==> src/rtl/mem_bus_pkg.sv <==
// Shared state encoding, open-bus default and sizing helpers for the mem_bus controller.
package mem_bus_pkg;

  typedef logic [0:0] state_t;

  localparam state_t StIdle   = 1'b0;
  localparam state_t StAccess = 1'b1;

  localparam logic [7:0] OpenBusDefault = 8'hFF;

  // Counter must reach LAT + max wait (2^WW - 1) without wrapping.
  function automatic int unsigned cnt_width(int unsigned lat, int unsigned ww);
    return $clog2(lat + (32'd1 << ww));
  endfunction

  function automatic int unsigned idx_width(int unsigned n);
    return (n > 1) ? $clog2(n) : 1;
  endfunction

endpackage

==> src/rtl/mem_bus_decode.sv <==
// Priority address decoder: the lowest-index region whose [lo, hi) range holds the address wins.
module mem_bus_decode
  import mem_bus_pkg::*;
#(
  parameter int unsigned NREG = 4,
  parameter int unsigned AW   = 16,
  parameter int unsigned IW   = idx_width(NREG)
) (
  input  logic [AW-1:0]      addr_i,
  input  logic [NREG*AW-1:0] region_lo_i,
  input  logic [NREG*AW-1:0] region_hi_i,
  output logic               hit_o,
  output logic [NREG-1:0]    match_o,
  output logic [IW-1:0]      idx_o
);

  // Scan from the top so the lowest matching index is written last; empty regions never match.
  always_comb begin
    hit_o   = 1'b0;
    match_o = '0;
    idx_o   = '0;
    for (int i = NREG - 1; i >= 0; i--) begin
      if ((addr_i >= region_lo_i[i*AW +: AW]) && (addr_i < region_hi_i[i*AW +: AW])) begin
        hit_o      = 1'b1;
        match_o    = '0;
        match_o[i] = 1'b1;
        idx_o      = IW'(i);
      end
    end
  end

endmodule

==> src/rtl/mem_bus.sv <==
// CPU-side memory bus controller: region decode, per-region wait states, fixed device read
// latency, registered read return and fault reporting.
module mem_bus
  import mem_bus_pkg::*;
#(
  parameter int unsigned   NREG     = 4,
  parameter int unsigned   AW       = 16,
  parameter int unsigned   DW       = 8,
  parameter int unsigned   LAT      = 2,
  parameter int unsigned   WW       = 4,
  parameter logic [DW-1:0] OPEN_BUS = DW'(OpenBusDefault)
) (
  input  logic               clock,
  input  logic               reset,
  input  logic [AW-1:0]      addr,
  input  logic [DW-1:0]      wdata,
  input  logic               load,
  input  logic               store,
  output logic [DW-1:0]      rdata,
  output logic               rvalid,
  output logic               busy,
  output logic               fault,
  input  logic [NREG*AW-1:0] region_lo,
  input  logic [NREG*AW-1:0] region_hi,
  input  logic [NREG-1:0]    region_ro,
  input  logic [NREG*WW-1:0] region_wait,
  output logic [NREG-1:0]    dev_sel,
  output logic               dev_store,
  output logic [AW-1:0]      dev_addr,
  output logic [DW-1:0]      dev_wdata,
  input  logic [NREG*DW-1:0] dev_rdata
);

  localparam int unsigned IW = idx_width(NREG);
  localparam int unsigned CW = cnt_width(LAT, WW);
  localparam int unsigned KW = CW + 1;

  logic            hit;
  logic [NREG-1:0] match;
  logic [IW-1:0]   idx;
  logic [WW-1:0]   hit_wait;
  logic            hit_ro;

  mem_bus_decode #(
    .NREG (NREG),
    .AW   (AW),
    .IW   (IW)
  ) u_decode (
    .addr_i      (addr),
    .region_lo_i (region_lo),
    .region_hi_i (region_hi),
    .hit_o       (hit),
    .match_o     (match),
    .idx_o       (idx)
  );

  assign hit_wait = region_wait[idx*WW +: WW];
  assign hit_ro   = region_ro[idx];

  state_t          state_q, state_d;
  logic [CW-1:0]   cnt_q, cnt_d;
  logic            is_load_q, is_load_d;
  logic [WW-1:0]   wait_q, wait_d;
  logic [NREG-1:0] hit_oh_q, hit_oh_d;
  logic [NREG-1:0] dev_sel_q, dev_sel_d;
  logic            dev_store_q, dev_store_d;
  logic [AW-1:0]   dev_addr_q, dev_addr_d;
  logic [DW-1:0]   dev_wdata_q, dev_wdata_d;
  logic [DW-1:0]   rdata_q, rdata_d;
  logic            rvalid_q, rvalid_d;
  logic            busy_q, busy_d;
  logic            fault_q, fault_d;

  logic [KW-1:0]   k, w_end, r_end, st_busy_end;
  logic [DW-1:0]   dev_rd_mux;

  // k is the index of the upcoming edge relative to the accept edge.
  assign k           = KW'(cnt_q) + KW'(1);
  assign w_end       = KW'(wait_q) + KW'(1);
  assign r_end       = KW'(wait_q) + KW'(LAT);
  assign st_busy_end = KW'(wait_q);

  always_comb begin
    dev_rd_mux = '0;
    for (int i = 0; i < NREG; i++) begin
      if (hit_oh_q[i]) begin
        dev_rd_mux = dev_rdata[i*DW +: DW];
      end
    end
  end

  always_comb begin
    state_d     = state_q;
    cnt_d       = cnt_q;
    is_load_d   = is_load_q;
    wait_d      = wait_q;
    hit_oh_d    = hit_oh_q;
    dev_sel_d   = dev_sel_q;
    dev_store_d = dev_store_q;
    dev_addr_d  = dev_addr_q;
    dev_wdata_d = dev_wdata_q;
    rdata_d     = rdata_q;
    rvalid_d    = 1'b0;
    busy_d      = busy_q;
    fault_d     = 1'b0;

    if (state_q == StAccess) begin
      cnt_d = k[CW-1:0];
      if (k == w_end) begin
        dev_sel_d   = '0;
        dev_store_d = 1'b0;
      end
      if (is_load_q) begin
        if (k == r_end) begin
          rdata_d  = (|hit_oh_q) ? dev_rd_mux : OPEN_BUS;
          rvalid_d = 1'b1;
          busy_d   = 1'b0;
          state_d  = StIdle;
        end
      end else begin
        if (k == st_busy_end) begin
          busy_d = 1'b0;
        end
        if (k == w_end) begin
          state_d = StIdle;
        end
      end
    end

    // A new accept may coincide with the closing edge of the previous access and overrides it.
    if (!busy_q && (load || store)) begin
      if (load && store) begin
        fault_d = 1'b1;
      end else begin
        dev_addr_d  = addr;
        dev_wdata_d = wdata;
        if (load) begin
          state_d     = StAccess;
          cnt_d       = '0;
          is_load_d   = 1'b1;
          busy_d      = 1'b1;
          wait_d      = hit ? hit_wait : '0;
          hit_oh_d    = match;
          dev_sel_d   = match;
          dev_store_d = 1'b0;
          fault_d     = !hit;
        end else if (hit && !hit_ro) begin
          state_d     = StAccess;
          cnt_d       = '0;
          is_load_d   = 1'b0;
          busy_d      = (hit_wait != '0);
          wait_d      = hit_wait;
          hit_oh_d    = match;
          dev_sel_d   = match;
          dev_store_d = 1'b1;
        end else begin
          fault_d = 1'b1;
        end
      end
    end
  end

  always_ff @(posedge clock) begin
    if (reset) begin
      state_q     <= StIdle;
      cnt_q       <= '0;
      is_load_q   <= 1'b0;
      wait_q      <= '0;
      hit_oh_q    <= '0;
      dev_sel_q   <= '0;
      dev_store_q <= 1'b0;
      dev_addr_q  <= '0;
      dev_wdata_q <= '0;
      rdata_q     <= '0;
      rvalid_q    <= 1'b0;
      busy_q      <= 1'b0;
      fault_q     <= 1'b0;
    end else begin
      state_q     <= state_d;
      cnt_q       <= cnt_d;
      is_load_q   <= is_load_d;
      wait_q      <= wait_d;
      hit_oh_q    <= hit_oh_d;
      dev_sel_q   <= dev_sel_d;
      dev_store_q <= dev_store_d;
      dev_addr_q  <= dev_addr_d;
      dev_wdata_q <= dev_wdata_d;
      rdata_q     <= rdata_d;
      rvalid_q    <= rvalid_d;
      busy_q      <= busy_d;
      fault_q     <= fault_d;
    end
  end

  assign rdata     = rdata_q;
  assign rvalid    = rvalid_q;
  assign busy      = busy_q;
  assign fault     = fault_q;
  assign dev_sel   = dev_sel_q;
  assign dev_store = dev_store_q;
  assign dev_addr  = dev_addr_q;
  assign dev_wdata = dev_wdata_q;

endmodule

==> config.mk <==
export PLATFORM = sky130hd
export DESIGN_NAME = mem_bus
export DESIGN_NICKNAME = d
export VERILOG_FILES = /design/src/rtl/mem_bus_pkg.sv /design/src/rtl/mem_bus_decode.sv /design/src/rtl/mem_bus.sv
export SDC_FILE = /design/constraint.sdc
export NUM_CORES = 1
export LEC_CHECK = 0
export ABC_CLOCK_PERIOD_IN_PS = 10700
export CORE_ASPECT_RATIO = 0.8
export CORE_MARGIN = 8
export CORE_UTILIZATION = 35
export DETAILED_ROUTE_END_ITERATION = 6
export GPL_ROUTABILITY_DRIVEN = 0
export PLACE_DENSITY = 0.76
export SLEW_MARGIN = 10
export SYNTH_ARGS = -nofsm -noshare
export SYNTH_HDL_FRONTEND = slang
export SYNTH_SLANG_ARGS = --single-unit
==> constraint.sdc <==
create_clock -name clock -period 10.7 [get_ports clock]
set_input_delay 3.21 -clock clock [delete_from_list [all_inputs] [get_ports clock]]
set_output_delay 3.21 -clock clock [all_outputs]
set_load 0.02 [all_outputs]
### Word-level counts from Yosys, hierarchy flattened

Cells that the tools add are included.

| operators by class | value |
|---|---|
| bitwise logic cells | 4 |
| magnitude comparators | 9 |
| add/subtract/negate cells | 3 |
| eq/ne operators | 3 |
| muxes and demuxes | 63 |
| shift-type cells | 1 |
| reductions and logical operators | 19 |

Operator list:

| kind | count |
|---|---|
| $ge 16x16->1 | 4 |
| $lt 16x16->1 | 4 |
| $mux 4 | 15 |
| $mux 8 | 5 |
| $mux 1 | 33 |
| $mux 5 | 5 |
| $shiftx 16x5->4 | 1 |
| $eq 6x5->1 | 2 |
| $mux 2 | 4 |
| $logic_and 1x1->1 | 7 |
| $add 5x1->6 const B | 1 |
| $eq 6x4->1 | 1 |
| $reduce_and 3->1 | 2 |
| $add 4x1->5 const B | 1 |
| $add 4x2->5 const B | 1 |
| $not 1->1 | 4 |
| $reduce_bool 4->1 | 1 |
| $reduce_or 4->1 | 1 |
| $logic_not 1->1 | 3 |
| $lt 2x3->1 const B | 1 |
| $reduce_or 3->1 | 1 |
| $bmux 1 s2 | 1 |
| $reduce_and 2->1 | 1 |
| $reduce_bool 2->1 | 1 |
| 2 further kinds | 2 |

| word-level totals | value |
|---|---|
| output and inout port bits | 40 |
| logic and storage cells | 115 |
| bits of input ports | 208 |
| register bits after elaboration | 55 |

### Depth between registers and ports, before layout

Gate-level depths: netlist of run 1.

| depth | value |
|---|---|
| depth after elaboration | 14 |
| gate-level depth with buffers | 14 |
| mapped depth without buffers | 12 |

### Modules after synthesis

From an unflattened synthesis of run 1, not the netlist that was laid out.

| second synthesis, totals | value |
|---|---|
| cell total of the unflattened synthesis | 772 |
| area total of the unflattened synthesis | 5995.8 um2 |

Modules (own cells, without submodules):

| module | cells an instance | times used | sequential area each (um2) | area each (um2) |
|---|---|---|---|---|
| mem_bus_decode | 430 | 1 | 0.0 | 3164.3 |
| mem_bus | 342 | 1 | 1101.1 | 2831.5 |

### Least setup slack after synthesis of run 1

OpenSTA, ideal clock, no wires.

| timing path | value |
|---|---|
| path type | input to register |
| from | input port region_lo[13] |
| to | register busy_q, in the netlist busy |
| stages on the path | 13 |
| arrival | 5556 ps |
| setup time | 116 ps |
| required time | 10584 ps |
| path buffers | 1 |
| slack | 5028 ps |
| cells stage by stage | inv_1 ha_1 a21o_1 a21o_1 a221oi_2 o221ai_1 and4_1 buf_2 a31o_1 a22o_1 a211oi_1 nand4_1 o211a_1 |

| between the ends | value |
|---|---|
| longest elaborated chain between the ends | 11 |
| elaborated cells between the ends (all ways) | 14 |
| those cells by class | 1 x order compare; 1 x shift; 8 x mux; 4 x reduce/logical |

RTL lines:

| what | line | RTL |
|---|---|---|
| start: declaration | mem_bus.sv:23 | `input logic [NREG*AW-1:0] region_lo,` |
| $ge 16x16->1 * | mem_bus_decode.sv:23 | `if ((addr_i >= region_lo_i[i*AW +: AW]) && (addr_i < region_hi_i[i*AW +: AW])) begin` |
| $logic_and 1x1->1 * | mem_bus_decode.sv:23 |  |
| parallel branches: the longest is 5 deep, another holds $shiftx 16x5->4 | - |  |
| $mux 1 * | mem_bus.sv:147 | `end else if (hit && !hit_ro) begin` |
| $mux 1 * | mem_bus.sv:137 | `if (load) begin` |
| $mux 1 * | mem_bus.sv:132 | `if (load && store) begin` |
| $mux 1 * | mem_bus.sv:131 | `if (!busy_q && (load \|\| store)) begin` |
| end signal: assignment | mem_bus.sv:190 | `busy_q <= busy_d;` |
| end: declaration | mem_bus.sv:71 | `logic busy_q, busy_d;` |

Every way passes the cells marked *. The select of a mux whose other input is x is not followed.
A chain may end at the register's enable or synchronous reset.

### Final worst setup path of run 1

| timing path | value |
|---|---|
| from | input port addr[0] |
| to | register busy_q, in the netlist busy |

| between the ends | value |
|---|---|
| longest elaborated chain between the ends | 14 |
| elaborated cells between the ends (all ways) | 30 |
| those cells by class | 8 x order compare; 1 x shift; 14 x mux; 7 x reduce/logical |

RTL lines:

| what | line | RTL |
|---|---|---|
| start: declaration | mem_bus.sv:15 | `input logic [AW-1:0] addr,` |
| parallel branches: the longest is 10 deep, another holds $ge 16x16->1 | - |  |
| $mux 1 * | mem_bus.sv:147 |  |
| $mux 1 * | mem_bus.sv:137 |  |
| $mux 1 * | mem_bus.sv:132 |  |
| $mux 1 * | mem_bus.sv:131 |  |

Marked as above.

==> results.cfg, run 1 <==
[layout]
layout-drive-gt1-share = 0.02104
nets = 1332
area_growth_pct = 48.17
stdcell_count = 1219
multi_input_area_um2 = 4119
finalInstanceArea_um2 = 8606
fillers = 1607
layout.area.seq_um2 = 1101

[worst_setup_path]
slowest_stage = nor3b_1
crit_path_cell_trace = clkdlybuf4s50_1 > inv_1 > ha_1 > nand2b_1 > a2111oi_0 > or4_1 > a31oi_1 > o211ai_1 > nand2_1 > nor3b_1 > a211oi_1 > nand4_1 > o211a_1
crit_path_end_kind = flop
worstPathArrival_ps = 6800
crit_type = input port to flop
crit_path_max_fanout = 6
critical_path.max_stage_delay_ps = 610
cp.required_ps = 10940
start_kind = input port

[placed_design]
io_buffers = 247
dp_cells = 1210
place_area_um2 = 8462
place_ws_ps = 3821
hpwl_um = 17770

[logic_synthesis]
ys_async_sr_fraction = 0
synthDistinctLibCells = 59
synth_seq_cells = 55
synth.area.top_cells = ha_1, dfxtp_1, inv_1
yosysSeqAreaShare = 0.1896
yosysWarnings = 0
ys.flop_type = dfxtp_1
synth.avg_cell_area_um2 = 7.582
synth_edf_count = 0
syn_nets = 1101
synth_area_um2 = 5808
yosysTopAreaCellShare = 0.2736
syn_inst = 766
yosys.area.top_type = ha_1

[sta]
slew_headroom = 0.2668
post-route-period-util = 0.6133
hold_viol = 0
tightest_slew_ps = 1100
fin_ws_ps = 4138
period_minus_slack_ps = 6562
whs_ps = 454.0
setup_violations = 0
fin_tns_setup_ps = 0
fin_skew_ps = 3.300
max_freq_ghz = 0.1524
rsz0062_at_grt = no
slew_violations = 0

[clock_network]
cts_resized = 0
cts_setup_buffers = 0
cts.hold.buffers_added = 0
numCtsBuffers = 5
cts.sink_count = 55
path_clk_slew_ps = 70
clock_latency_ps = 290
htreeDepth = 2
cts-root-buf = clkbuf_16
cts_tree = built
clock_path_buffers = 2

[routing]
drt_first_pass_iters = 5
vias = 6206
post_drt_via_cell_ratio = 5.091
drc = 0
drtIter0Drc = 346
routed_wirelength_um = 21070
wl_per_cell_um = 17.29
ant_nets = 0

[floorplan]
io_pins = 248
core_um2 = 16400
die_w_um = 160.0
die_area_um2 = 21000
die_h_um = 131.2
num_rows = 42
start_util = 0.3542

[power]
ir_worst_vdd_v = 0.00006255
p_leak_uw = 0.003969
p_per_area_nw_per_um2 = 83.33

[grt]
grt_max_degree = 50
grtUsageTotal = 0.1955
overflow = 0
antenna_found_initial = 1
grt_pass1_vias = 6050
grt_pass1_wl_um = 33510

[worst_hold_path]
hp-class = flop to flop

[run_status]
status = complete, no violations

[job]
maxCapViolCount = 0
cell type report:
class / count / share of cell area
clock buffers: 6 / 0.01498
repair buffers: 248 / 0.2876
multi-input cells: 556 / 0.4786
well taps: 220 / 0.03199
clock inverters: 2 / 0.001454
diodes: 1 / 0.0002908
flip-flops and latches: 55 / 0.1279
inverters: 131 / 0.05714
registers in the layout, indices dropped and copies added (netlist names):
| register | cells |
|---|---|
| dev_addr | 16 |
| dev_wdata | 8 |
| rdata | 8 |
| cnt_q | 5 |
| dev_sel | 4 |
| hit_oh_q | 4 |
| wait_q | 4 |
| busy | 1 |
| dev_store | 1 |
| fault | 1 |
| is_load_q | 1 |
| rvalid | 1 |
| state_q | 1 |
worst max-delay path: cells and delay by family:
family / cells / cell delay (ps)
adder cells (fa/ha/maj): 1 / 300
AO/OA/AOI/OAI: 5 / 1300
buffers and inverters: 2 / 680
AND/OR/NAND/NOR: 5 / 1300
routing by layer:
layer	GRT usage	vias up	routed length, um
met5	0	-	0
met4	0.03472	0	329
met3	0.03652	18	1337
met2	0.3224	184	9741
met1	0.2629	2839	9664
li1	-	3165	-
per-stage QoR:
stage / total power, uW / utilization
after floorplan: 405.0 / -
after global placement: 551.2 / 0.5161
after detailed placement: 556.5 / 0.5161
after CTS: 723.9 / 0.5247
after global routing: 771.2 / 0.5249
final: 717.1 / 0.5249
cell usage after synthesis (all sizes together), types with 3 or more instances:
cell type and number:
a22o 4, nor3 12, dfxtp 55, xnor2 6, a211o 3, a211oi 9
o21a 4, and4 3, inv 130, o21ai 28, nand3 13, o211ai 5
a31oi 3, ha 127, o2bb2ai 4, a21o 16, a41oi 3, nand2b 16
clkbuf 22, nor4 6, nor2 37, a22oi 8, o22ai 3, nand4 21
a221oi 11, nand2 80, and3 6, o2111ai 4, nor2b 9, a21oi 79
xor2 11
layout by cell type, fill, tap and decap left out, drive strengths merged, types with 3 or more instances in the layout:
master,Yosys,final
o21a,4,4
nor2,37,37
a22o,4,4
xnor2,6,6
and4,3,3
nand2,80,80
nand2b,16,16
o22ai,3,3
nand3,13,13
o2111ai,4,4
nor2b,9,9
a221oi,11,11
clkdlybuf4s50,0,246
a31oi,3,3
a41oi,3,3
o21ai,28,28
dfxtp,55,55
o2bb2ai,4,4
nor3,12,12
ha,127,127
clkbuf,22,6
inv,130,130
nor4,6,6
and3,6,6
a211oi,9,9
o211ai,5,5
a211o,3,3
a21o,16,16
a21oi,79,79
xor2,11,11
nand4,21,21
a22oi,8,8
cell families after synthesis:
kind of cell	after synthesis	share of synthesized area
buffers and inverters	155	0.1017
muxes	3	0.006246
adders and majority gates	127	0.2736
and+or+nand+nor	211	0.1760
AOI/OAI and AO/OA	198	0.2273
xor gates and xnor gates	17	0.02564
DFF	55	0.1896
report_power, final:
group | switching (uW) | internal [uW] | leakage [uW]
logic | 155 | 166 | 0.00345
registers | 14.9 | 219 | 0.000449
clock network | 76.0 | 86.7 | 0.0000669
total | 246 | 471 | 0.00397
worst paths after layout:
check / start / end / slack (ps) / cells past startpoint
setup / recovery: addr[0] / busy / 4140 / 13
hold / removal: dev_wdata[4] / dev_wdata[4] / 450 / 2
setup reg to reg: cnt_q[0] / rdata[6] / 7540 / 8
hold reg to reg: dev_wdata[4] / dev_wdata[4] / 450 / 2
No activity file was read; power rests on OpenSTA's default activity.
==> run 2: changes to the inputs <==
ABC_CLOCK_PERIOD_IN_PS = 5900   (was 10700)
PLACE_DENSITY = 0.79   (was 0.76)
clock period = 5.9 ns   (was 10.7 ns; I/O delays follow)
==> results.cfg, run 2 (synthesis gave the netlist of run 1 again) <==
[worst_setup_path]
startpoint = addr[0]
rr_startpoint = cnt_q[0]
r2r_cells = 8
crit_type = input port to flop
crit_path_end_kind = flop
worstPathArrival_ps = 5330
start_kind = input port
crit_path_max_fanout = 6
cp.required_ps = 6140

[placed_design]
hpwl_um = 18250
io_buffers = 247
place_ws_ps = 516.9

[routing]
drtIter0Drc = 339
drt_first_pass_iters = 4
routed_wirelength_um = 21460
post_drt_via_cell_ratio = 5.048
vias = 6158
ant_nets = 0
highest_layer = met4
met3_length_um = 1067
wl_met2_um = 10020
wl_met1_um = 10190
drc = 0
wl_per_cell_um = 17.59

[floorplan]
num_rows = 42
die_area_um2 = 21000
core_um2 = 16400
io_pins = 248
die_h_um = 131.2
die_w_um = 160.0
start_util = 0.3542

[sta]
whs_ps = 455.0
max_freq_ghz = 0.1965
fin_tns_setup_ps = 0
post-route-period-util = 0.8627
slew_violations = 0
fin_skew_ps = 8.221
slew_headroom = 0.2951
period_minus_slack_ps = 5090
setup_violations = 0
hold_viol = 0
rsz0062_at_grt = no
fin_ws_ps = 810.1
tightest_slew_ps = 1057

[clock_network]
clock_path_buffers = 2
cts.sink_count = 55
cts_resized = 0
numCtsBuffers = 5
path_clk_slew_ps = 70
htreeDepth = 2
cts_tree = built
cts_setup_buffers = 0
cts-root-buf = clkbuf_16
cts.hold.buffers_added = 0
clock_latency_ps = 290

[layout]
finish.utilization = 0.5279
area_growth_pct = 49.03
final_cell_mix = clkdlybuf4s50_1, inv_1, ha_1, nand2_1, a21oi_1
largest_reg_flops = 16
layout-drive-gt1-share = 0.02104
fillers = 1612
final_common_cell = clkdlybuf4s50_1
nets = 1332

[worst_hold_path]
hp-class = flop to flop
whs_path_depth = 2
min_from = dev_wdata[7]

[grt]
grt_pass1_vias = 6262
grt_pass1_wl_um = 33780
grt_max_degree = 50
antenna_found_initial = 2
grtUsageTotal = 0.1969
overflow = 0

[job]
maxCapViolCount = 0

[power]
ir_worst_vdd_v = 0.0001916
p_per_area_nw_per_um2 = 161.0
p_leak_uw = 0.003993

[run_status]
status = complete, no violations
-- run 2: cell count changes in the layout (fill, tap and decap cells not counted) --
cell	change
bufinv_16	+2
clkinv_2	-1
clkinvlp_4	-1
diode_2	+1
-- run 2: metrics by stage --
step | instances | power (uW) | instance area, um2
after CTS | 1218 | 1400 | 8651
after global placement | 1210 | 999.4 | 8462
final | 1220 | 1394 | 8656
after floorplan | 766 | 734.5 | 5808
after global routing | 1220 | 1486 | 8656
after detailed placement | 1210 | 1012 | 8462
-- run 2: cell type report --
type                            instances  area, um2  area share
Sequential cell                        55       1101      0.1272
Multi-Input combinational cell        556       4119      0.4759
Inverter                              131      491.7     0.05681
Timing Repair Buffer                  248       2475      0.2859
Clock buffer                            6      128.9     0.01489
Tap cell                              220      275.3     0.03180
Clock inverter                          2      60.06    0.006938
Antenna cell                            2      5.005   0.0005782
-- run 2: path summary, 6_finish.rpt --
path | to | slack, ps
worst max-delay path | busy | 810
worst min-delay path | dev_wdata[7] | 450
worst max register to register | rdata[5] | 2750
worst min register to register | dev_wdata[7] | 450
-- run 2: critical path: stages --
cell and delay (ps):
clkdlybuf4s50_1 560, inv_1 140, ha_1 310, nand2b_1 140
a2111oi_0 470, or4_1 190, a31oi_1 110, o211ai_1 320
nand2_1 170, nor3b_1 620, a211oi_1 240, nand4_1 140
o211a_1 130
-- run 2: routing by layer --
layer,global-route usage,vias to the layer above
li1,-,3153
met1,0.2638,2852
met2,0.3301,145
met3,0.03464,8
met4,0.02850,0
met5,0,-
-- run 2: power by group --
part,internal [uW],switching [uW]
clock,244,141
combinational,301,284
sequential,397,27.0
==> run 3: changes to the inputs <==
DONT_BUFFER_PORTS = 1   (was not set)
PLACE_DENSITY = 0.59   (was 0.79)
SYNTH_HIERARCHICAL = 1   (was not set)
==> results.cfg, run 3 <==
[clock_network]
numCtsBuffers = 5
htreeDepth = 2
cts.sink_count = 55
cts_resized = 0
path_clk_slew_ps = 70
cts-root-buf = clkbuf_16
cts.hold.buffers_added = 0
cts_setup_buffers = 0
clock_latency_ps = 290
cts_tree = built
clock_path_buffers = 2

[power]
ir_worst_vdd_v = 0.0001016
p_leak_uw = 0.003092
p_per_area_nw_per_um2 = 179.5

[logic_synthesis]
syn_nets = 1107
ys_top_cells_by_count = inv_1, ha_1, a21oi_1, nand2_1, dfxtp_1
synth.avg_cell_area_um2 = 7.767
ys.flop_type = dfxtp_1
synth.area.top_cells = ha_1, dfxtp_1, inv_1
synthDistinctLibCells = 71
synth_area_um2 = 5996
ys_async_sr_fraction = 0
yosysWarnings = 6
yosysSeqAreaShare = 0.1836
yosysTopAreaCellShare = 0.2650
yosys.area.top_type = ha_1
synth_edf_count = 0
yosys.cell_count.top_type = inv_1
synth_seq_cells = 55
syn_inst = 772

[grt]
grt_pass1_wl_um = 29420
grtUsageTotal = 0.1714
antenna_found_initial = 1
grt_pass1_vias = 5078
grt_max_degree = 56
overflow = 0

[worst_setup_path]
crit_path_max_fanout = 14
crit_path_end_kind = flop
start_kind = input port
cp.required_ps = 6120
crit_type = input port to flop
worstPathArrival_ps = 5820

[routing]
routed_wirelength_um = 19370
met3_length_um = 1636
wl_per_cell_um = 19.82
drtIter0Drc = 379
vias = 5243
drt_first_pass_iters = 5
wl_met2_um = 8559
post_drt_via_cell_ratio = 5.366
drc = 0
ant_nets = 0
wl_met1_um = 8937
highest_layer = met4

[floorplan]
die_w_um = 162.3
start_util = 0.3599
core_um2 = 16660
die_h_um = 133.1
num_rows = 42
die_area_um2 = 21600
io_pins = 248

[placed_design]
hpwl_um = 15890
io_buffers = 0
dp_cells = 968

[layout]
finish.utilization = 0.3803
area_growth_pct = 5.655
largest_reg_flops = 16
final_common_cell = inv_1
final_cell_mix = inv_1, ha_1, a21oi_1, nand2_1, dfxtp_1
layout-drive-gt1-share = 0.04762
fillers = 1776
nets = 1090
stdcell_count = 977

[sta]
max_freq_ghz = 0.1786
rsz0062_at_grt = no
slew_violations = 0
tightest_slew_ps = 1033
post-route-period-util = 0.9491
setup_violations = 0
hold_viol = 0
period_minus_slack_ps = 5599
fin_skew_ps = 5.889
slew_headroom = 0.3074

[run_status]
status = complete, no violations

[job]
maxCapViolCount = 0

[worst_hold_path]
hp-class = flop to flop
run 3: cell type report:
| class | instances | area, um2 | area share |
|---|---|---|---|
| multi-input combinational | 558 | 4264 | 0.6731 |
| clock inverter | 2 | 35.03 | 0.005530 |
| inverter | 132 | 495.5 | 0.07821 |
| antenna | 1 | 2.502 | 0.0003950 |
| sequential | 55 | 1101 | 0.1738 |
| clock buffer | 6 | 138.9 | 0.02192 |
| timing repair buffer | 3 | 22.52 | 0.003555 |
| tap | 220 | 275.3 | 0.04345 |
run 3: kinds of logic (layout without fill, tap and decap cells):
family / Yosys count / count (layout) / share of synthesized area
AND/OR/NAND/NOR: 213 / 213 / 0.1811
flip-flops: 55 / 55 / 0.1836
buffers and inverters: 159 / 143 / 0.1058
XOR/XNOR: 15 / 15 / 0.02984
adder cells (fa/ha/maj): 127 / 127 / 0.2650
other: 0 / 1 / 0
AO/OA/AOI/OAI: 196 / 196 / 0.2141
multiplexers: 7 / 7 / 0.02045
run 3: final timing paths:
kind | start | slack, ps | depth (start not counted) | to
min | hit_oh_q[0] | 490 | 2 | hit_oh_q[0]
max reg2reg | cnt_q[0] | 3400 | 7 | state_q
min reg2reg | hit_oh_q[0] | 490 | 2 | hit_oh_q[0]
max | region_lo[45] | 300 | 14 | hit_oh_q[3]
run 3: report_power, final:
part / total (uW) / switching (uW) / internal, uW
Combinational: 345 / 191 / 154
Sequential: 442 / 47.7 / 394
Clock: 350 / 138 / 211
Total: 1140 / 377 / 760
run 3: worst max-delay path, stage by stage:
cell and delay [ps]:
inv_1 20, ha_1 290, and4_1 220, nand3_1 140, a2111oi_0 430, nor4b_1 150, or2_2 340, a211oi_1 830
mux2_2 420, o22ai_1 290, nand2_1 160, nand2_1 430, nand2_1 170, a21oi_1 150
run 3: stage by stage:
step	setup TNS [ps]	setup slack (ps)	hold WS [ps]	power, uW	instance area, um2
after CTS	0	293.4	490.5	1149	6332
final	0	300.5	491.0	1137	6335
after global routing	0	43.65	521.5	1219	6335
after global placement	0	178.3	468.5	791.7	6158
after detailed placement	-12.62	-12.26	476.8	794.2	6158
after floorplan	0	941.5	456.1	716.0	5996
run 3: layer usage:
metal / track usage / vias to the layer above
li1: - / 2676
met1: 0.2276 / 2396
met2: 0.2678 / 159
met3: 0.05549 / 12
met4: 0.02875 / 0
met5: 0 / -
